**config.mk**
```make
export PLATFORM = sky130hd
export DESIGN_NAME = lfsr_rng_arbiter
export DESIGN_NICKNAME = d
export VERILOG_FILES = /design/src/rtl/lfsr_rng_pkg.sv /design/src/rtl/rr_arbiter.sv /design/src/rtl/lfsr_rng_arbiter.sv
export SDC_FILE = /design/constraint.sdc
export NUM_CORES = 1
export LEC_CHECK = 0
export BUFFER_PORTS_ARGS = -buffer_cell sky130_fd_sc_hd__buf_4
export CAP_MARGIN = 25
export CORE_UTILIZATION = 50
export CTS_CLUSTER_DIAMETER = 30
export DETAILED_ROUTE_END_ITERATION = 12
export PLACE_DENSITY_LB_ADDON = 0.08
export SETUP_SLACK_MARGIN = 0.02
export SLEW_MARGIN = 5
export SYNTH_ARGS = -nofsm -noshare
export SYNTH_HDL_FRONTEND = slang
export SYNTH_HIERARCHICAL = 1
export SYNTH_SLANG_ARGS = --single-unit
```
**constraint.sdc**
```tcl
create_clock -name Clk -period 4.55 [get_ports Clk]
set_clock_uncertainty 0.05 [all_clocks]
set_input_delay 1.1375 -clock Clk [delete_from_list [all_inputs] [get_ports Clk]]
set_output_delay 1.1375 -clock Clk [all_outputs]
set_load 0.01 [all_outputs]
```
**src/rtl/lfsr_rng_pkg.sv**
```systemverilog
// Shared types and constants for the LFSR random-number controller/arbiter.
package lfsr_rng_pkg;
  localparam int LFSR_W = 32;
  localparam logic [LFSR_W-1:0] SEED_DEFAULT_C = 32'h0000_0001;

  typedef enum logic [1:0] {
    LOAD   = 2'd0,
    WARMUP = 2'd1,
    RUN    = 2'd2
  } state_t;
endpackage

```
**src/rtl/rr_arbiter.sv**
```systemverilog
// Combinational round-robin picker: first set request at or above ptr, wrapping.
module rr_arbiter #(
  parameter int NUM_REQ = 4,
  parameter int PW      = $clog2(NUM_REQ)
) (
  input  logic [NUM_REQ-1:0] req,
  input  logic [PW-1:0]      ptr,
  output logic [NUM_REQ-1:0] onehot,
  output logic [PW-1:0]      idx,
  output logic               any
);
  always_comb begin
    idx = '0;
    any = |req;
    // Scan from the farthest position down so the last hit is the closest to ptr.
    for (int i = NUM_REQ - 1; i >= 0; i--) begin
      int j;
      j = int'(ptr) + i;
      if (j >= NUM_REQ) j = j - NUM_REQ;
      if (req[j]) idx = PW'(j);
    end
    onehot = any ? ({{(NUM_REQ-1){1'b0}}, 1'b1} << idx) : '0;
  end
endmodule

```
**src/rtl/lfsr_rng_arbiter.sv**
```systemverilog
// Seeds/guards an external 32-bit LFSR and hands fresh words to NUM_REQ requesters round-robin.
// Optional warm-up after each load: define LFSR_RNG_WARMUP_EN.
module lfsr_rng_arbiter
  import lfsr_rng_pkg::*;
#(
  parameter int                NUM_REQ       = 4,
  parameter logic [LFSR_W-1:0] SEED_DEFAULT  = SEED_DEFAULT_C,
  parameter int                WARMUP_CYCLES = 32
) (
  input  logic                Clk,
  input  logic                ARst,
  input  logic                SeedWr,
  input  logic [LFSR_W-1:0]   SeedIn,
  input  logic [NUM_REQ-1:0]  Req,
  output logic [NUM_REQ-1:0]  Gnt,
  output logic [LFSR_W-1:0]   RndData,
  output logic                RndValid,
  output logic                Ready,
  output logic                ZeroErr,
  output logic                LfsrEnable,
  output logic                LfsrLoad,
  output logic [LFSR_W-1:0]   LfsrSeed,
  input  logic [LFSR_W-1:0]   LfsrValue
);
  localparam int PW = $clog2(NUM_REQ);

  if (NUM_REQ < 2 || NUM_REQ > 8 || SEED_DEFAULT == '0 || WARMUP_CYCLES < 1) begin : g_param_check
    $error("lfsr_rng_arbiter: illegal parameter value");
  end

  state_t             state, state_nxt;
  logic [LFSR_W-1:0]  seed_reg;
  logic [PW-1:0]      rr_ptr;
  logic [NUM_REQ-1:0] win_oh;
  logic [PW-1:0]      win_idx;
  logic               req_any;
  logic               lfsr_zero;
  logic               win;

  rr_arbiter #(.NUM_REQ(NUM_REQ), .PW(PW)) u_arb (
    .req    (Req),
    .ptr    (rr_ptr),
    .onehot (win_oh),
    .idx    (win_idx),
    .any    (req_any)
  );

  assign lfsr_zero = (LfsrValue == '0);
  // A reseed pre-empts arbitration; a zero LFSR never produces a word.
  assign win = (state == RUN) && !SeedWr && req_any && !lfsr_zero;

`ifdef LFSR_RNG_WARMUP_EN
  localparam int     CW         = $clog2(WARMUP_CYCLES + 1);
  localparam state_t AFTER_LOAD = WARMUP;
  logic [CW-1:0] warm_cnt;
  logic          warm_done;

  assign warm_done = (warm_cnt == CW'(WARMUP_CYCLES - 1));

  always_ff @(posedge Clk or posedge ARst) begin
    if (ARst)                 warm_cnt <= '0;
    else if (state != WARMUP) warm_cnt <= '0;
    else                      warm_cnt <= warm_cnt + 1'b1;
  end
`else
  localparam state_t AFTER_LOAD = RUN;
`endif

  always_ff @(posedge Clk or posedge ARst) begin
    if (ARst) state <= LOAD;
    else      state <= state_nxt;
  end

  always_comb begin
    state_nxt = state;
    if (SeedWr) begin
      state_nxt = LOAD;
    end else begin
      case (state)
        LOAD:    state_nxt = AFTER_LOAD;
`ifdef LFSR_RNG_WARMUP_EN
        WARMUP:  if (warm_done) state_nxt = RUN;
`endif
        RUN:     if (lfsr_zero) state_nxt = LOAD;
        default: state_nxt = LOAD;
      endcase
    end
  end

  always_comb begin
    LfsrLoad   = (state == LOAD);
    LfsrSeed   = seed_reg;
    Ready      = (state == RUN);
    LfsrEnable = win;
`ifdef LFSR_RNG_WARMUP_EN
    if (state == WARMUP && !SeedWr) LfsrEnable = 1'b1;
`endif
  end

  always_ff @(posedge Clk or posedge ARst) begin
    if (ARst) begin
      seed_reg <= SEED_DEFAULT;
      rr_ptr   <= '0;
      Gnt      <= '0;
      RndValid <= 1'b0;
      RndData  <= '0;
      ZeroErr  <= 1'b0;
    end else begin
      if (SeedWr) seed_reg <= (SeedIn == '0) ? SEED_DEFAULT : SeedIn;
      Gnt      <= win ? win_oh : '0;
      RndValid <= win;
      if (win) begin
        RndData <= LfsrValue;
        rr_ptr  <= (win_idx == PW'(NUM_REQ - 1)) ? '0 : win_idx + 1'b1;
      end
      if (SeedWr)                         ZeroErr <= 1'b0;
      else if (state == RUN && lfsr_zero) ZeroErr <= 1'b1;
    end
  end
endmodule
```
# Word-level counts from Yosys, hierarchy flattened

Cells that the tools add are included.

Input bits: 71
Register bits after elaboration: 74

Order comparisons: 8
Mux-type cells: 29
Reduce and logical (&&, ||, !) cells: 11
Add/subtract/negate cells: 8
Shift-type cells: 1
Equal/unequal tests: 3

Operator list:

| cell                                                                          | number |
|---|---|
| 32-bit two-way mux                                                            | 5 |
| 32-bit by 4-bit less-than comparator with 1-bit output, second input constant | 4 |
| 32-bit by 4-bit >= comparator with 1-bit output, second input constant        | 3 |
| 32-bit by 4-bit subtractor with 32-bit output, second input constant          | 3 |
| 32-bit zero test                                                              | 2 |
| 2-bit two-way mux                                                             | 7 |
| 1-bit two-way mux                                                             | 10 |
| 1-bit binary-select mux with 2-bit select                                     | 4 |
| 4-bit two-way mux                                                             | 2 |
| 2-bit by 2-bit adder with 3-bit output, second input constant                 | 2 |
| 2-bit equality test, second input constant                                    | 2 |
| 1-bit logical AND                                                             | 4 |
| 2-bit case mux with 2 select lines                                            | 1 |
| 4-bit OR reduction                                                            | 1 |
| 1-bit by 2-bit << shifter with 4-bit output, first input constant             | 1 |
| 2-bit by 3-bit subtractor with 4-bit output, second input constant            | 1 |
| 2-bit by 1-bit adder with 3-bit output, second input constant                 | 1 |
| 2-bit by 3-bit >= comparator with 1-bit output, second input constant         | 1 |
| 3-bit by 2-bit != test with 1-bit output, second input constant               | 1 |
| 2-bit by 1-bit adder with 2-bit output, second input constant                 | 1 |
| 1-bit zero test                                                               | 2 |
| 2-bit zero test                                                               | 1 |
| 2-bit nonzero test                                                            | 1 |

# Depth between registers and ports, before layout

Word-level depth: 13
Gate-level depth with buffers: 9
Gate-level depth less buffers: 6

# Cells and area by module

The synthesis kept the hierarchy.

By module, submodules not included:

| module           | area an instance (um2) | cells each | sequential area each (um2) | times used |
|---|---|---|---|---|
| lfsr_rng_arbiter | 2874.0                 | 188        | 1828.0                     | 1 |
| rr_arbiter       | 210.2                  | 29         | 0.0                        | 1 |

# Worst setup path after synthesis

OpenSTA, ideal clock, no wires.

Kind: input port to output port
From: input port LfsrValue[26]
To: output port LfsrEnable
Setup slack: 1.249 ns
Arrival time: 2.114 ns
Stages on the path: 6
Buffers on the path: 2
Data required time: 3.363 ns
Cells stage by stage: nor4_1 -> nand4_1 -> o21ai_2 -> buf_6 -> buf_8 -> inv_1

Word-level cells in the longest chain between the ends: 3

Ends and longest elaborated chain:

| item              | line                   | text |
|---|---|---|
| from (decl)       | lfsr_rng_arbiter.sv:23 | `input logic [LFSR_W-1:0] LfsrValue` |
| 32-bit zero test  | lfsr_rng_arbiter.sv:48 | `assign lfsr_zero = (LfsrValue == '0);` |
| 1-bit zero test   | lfsr_rng_arbiter.sv:50 | `assign win = (state == RUN) && !SeedWr && req_any && !lfsr_zero;` |
| 1-bit logical AND | lfsr_rng_arbiter.sv:50 |  |
| to (decl)         | lfsr_rng_arbiter.sv:20 | `output logic LfsrEnable,` |

No other way between the ends.

# Worst setup path after layout

From: input port LfsrValue[8]
To: output port LfsrEnable

Same word-level chain as after synthesis.

==> flow_summary.json <==
{
  "maxCapViolations": 0,
  "io_pins": 144,
  "wl_um": 6940,
  "drv_slew": 0,
  "rsz0062_at_grt": "false",
  "final_util_pct": 74.0,
  "hold_buffers": 0,
  "place_congestion": 0.759,
  "clk_pin_slew_ns": 0.07,
  "grt.overflow.total": 0,
  "fillers": 440,
  "dp_hpwl_um": 5160,
  "slew_headroom_pct": 49.8,
  "final_hold_viol_count": 0,
  "rows": 28,
  "worst_pin_slew_ns": 0.751,
  "r2r_start": "rr_ptr[1]",
  "yosys_warnings": 6,
  "leakage_nw": 2.11,
  "setup_violations": 0,
  "dr.pass1.iters": 4,
  "synth_ff_type": "dfrtp_1",
  "pwr_density_cell_nw_per_um2": 393,
  "r2r_cells": 5,
  "worstHoldPathType": "register to register",
  "cts_resized": 0,
  "pwr-share-seq_pct": 46.4,
  "port-buffer-count": 143,
  "drive_gt1_share_pct": 63.6,
  "cts_root_buf": "clkbuf_8",
  "post_cts_buffers": 0,
  "intPower_w": 0.00125,
  "crit_required_ns": 3.36,
  "grt_pass1_vias": 2334,
  "fmax_mhz": 287,
  "num_vias": 2273,
  "start_util_pct": 52.1,
  "viasPerCell": 5.13,
  "fin_setup_tns_ns": 0,
  "grtUsageTotal_pct": 22.8,
  "cts_tree": "built",
  "startpoint_type": "input pin",
  "switching_share_pct": 27.2,
  "fin_crit_sh_pct": 76.7,
  "p_sw_w": 0.000469,
  "holdCritStartpoint": "LfsrSeed[0]",
  "area_growth_pct": 42.0,
  "combPwrFrac_pct": 25.0,
  "wire_per_inst_um": 15.7,
  "final_period_minus_worst_setup_slack_ns": 3.49,
  "die_y_um": 80.5,
  "reg2reg_slack_ns": 2.77,
  "drtIter0Drc": 74,
  "synth_area_sq_um": 3080,
  "cts_htree_levels": 3,
  "cts_buffers": 9,
  "cts.sinks": 73,
  "timing.rr.end": "rr_ptr[1]",
  "status": "complete, no violations",
  "hold_depth": 2,
  "drc_errors": 0,
  "clock_latency_ns": 0.33,
  "antenna_found_initial": 0,
  "final_net_count": 435,
  "die_x_um": 80.5,
  "ys_ff_latch": 73,
  "synth_cell_types": 35,
  "ant_nets": 0,
  "whs_endpoint": "LfsrSeed[0]",
  "worstPathMaxFanout": 2,
  "peakVddDrop_uv": 248,
  "die_area_sq_um": 6490,
  "fin_hold_ws_ns": 0.457,
  "clk_path_buf_depth": 2,
  "power.clock.fraction_pct": 28.6,
  "crit_type": "input pin to output pin",
  "syn_inst": 217,
  "synth_nets": 289,
  "core_area_sq_um": 5920,
  "cp-end-kind": "output pin",
  "grt_pass1_wl_um": 10900,
  "grt_max_degree": 39,
  "n_antenna_cell": 0,
  "synth_area_per_cell_sq_um": 14.2,
  "seq_area_frac_synth_pct": 59.3,
  "async_flop_share_pct": 100,
  "synth_edf_count": 0,
  "cp_data_arrival_time_ns": 2.30
}
## final cells by class
cell class,instances,area (sq um),share of cell area [%]
sequential,73,1830,41.7
multi-input combinational,124,1140,26.0
timing repair buffer,146,1100,25.0
clock buffer,13,149,3.40
tap,75,93.8,2.14
clock inverter,3,40.0,0.914
inverter,9,33.8,0.771
## synth_stat cells (all sizes together) (2+ instances only)
library cell  instances  area share (%)
clkbuf                2            0.24
nand4                 2            0.41
o21ai                 2            0.45
inv                   9             1.1
a21oi                 6            0.97
nor4                 16             3.2
dfrtp                72              58
and4                  2            0.57
nor2                 13             1.7
mux2                 65              24
nand2                 3            0.37
buf                   9             2.7
## metrics by stage
step / setup WS [ns] / cells / instance area [sq um] / total power (W)
4_1_cts: 1.07 / 443 / 4380 / 0.00174
3_5_place_dp: 1.08 / 427 / 4190 / 0.00124
5_1_grt: 1.01 / 443 / 4380 / 0.00181
6_report: 1.06 / 443 / 4380 / 0.00172
3_3_place_gp: 1.06 / 427 / 4190 / 0.00123
2_1_floorplan: 1.25 / 217 / 3080 / 0.00104
## layout by cell type (no fill, tap or decap), types with 2 or more instances in the layout
cell / synthesis / layout
buf_4: 2 / 146
dfrtp_1: 72 / 72
mux2_2: 60 / 60
nor4_1: 16 / 16
nor2_1: 12 / 12
clkbuf_8: 0 / 10
inv_1: 8 / 7
a21oi_1: 6 / 6
mux2_4: 5 / 5
nand2_1: 3 / 3
clkbuf_1: 2 / 3
nand4_1: 2 / 2
inv_2: 1 / 2
and4_1: 2 / 2
clkinv_2: 0 / 2
## power groups by stage
stage	logic [W]	registers (W)	clock network (W)
CTS	0.000436	0.000799	0.000503
global route	0.000465	0.000810	0.000533
global placement	0.000425	0.000807	0
floorplan	0.000205	0.000832	0
finish	0.000430	0.000799	0.000493
detailed placement	0.000435	0.000810	0
## worst max-delay path: stages
cell and delay [ns]:
buf_4 0.11, nor4_1 0.38, nand4_1 0.26, o21ai_4 0.19, inv_1 0.07, buf_4 0.14
## kinds of logic (layout without fill, tap and decap cells)
family          Yosys count  in the layout  synth area share (%)
flops                    73             73                  59.3
compound gates           18             18                  4.67
fa+ha+maj                 1              1                 0.406
mux                      65             65                  24.3
buf+inv                  20            171                  4.02
simple gates             40             40                  7.30
## layer usage
metal  global-route usage (%)  up-vias  part of all wire, %
met2                     39.2       73                   53
li1                         -     1076                    -
met3                     7.05       12                  6.4
met5                        0        -                    0
met1                     25.6     1112                   38
met4                     10.7        0                  2.0
## how the worst max path moves through the flow
| stage | cells past startpoint | endpoint | startpoint | slack, ns |
|---|---|---|---|---|
| final | 6 | LfsrEnable | LfsrValue[8] | 1.06 |
| after global routing | 6 | LfsrEnable | LfsrValue[8] | 1.01 |
| after CTS | 6 | LfsrEnable | LfsrValue[8] | 1.07 |
| after detailed placement | 6 | LfsrEnable | LfsrValue[8] | 1.08 |
| after global placement | 6 | LfsrEnable | LfsrValue[18] | 1.06 |
| after floorplan | 6 | LfsrEnable | LfsrValue[26] | 1.25 |
## flip-flops by register name, indices dropped and copies added, names as in the netlist
| name | flops |
|---|---|
| ZeroErr | 1 |
| Gnt | 4 |
| LfsrSeed | 32 |
| RndValid | 1 |
| RndData | 32 |
| state | 1 |
| rr_ptr | 2 |
Power figures use the tool's default switching activity.
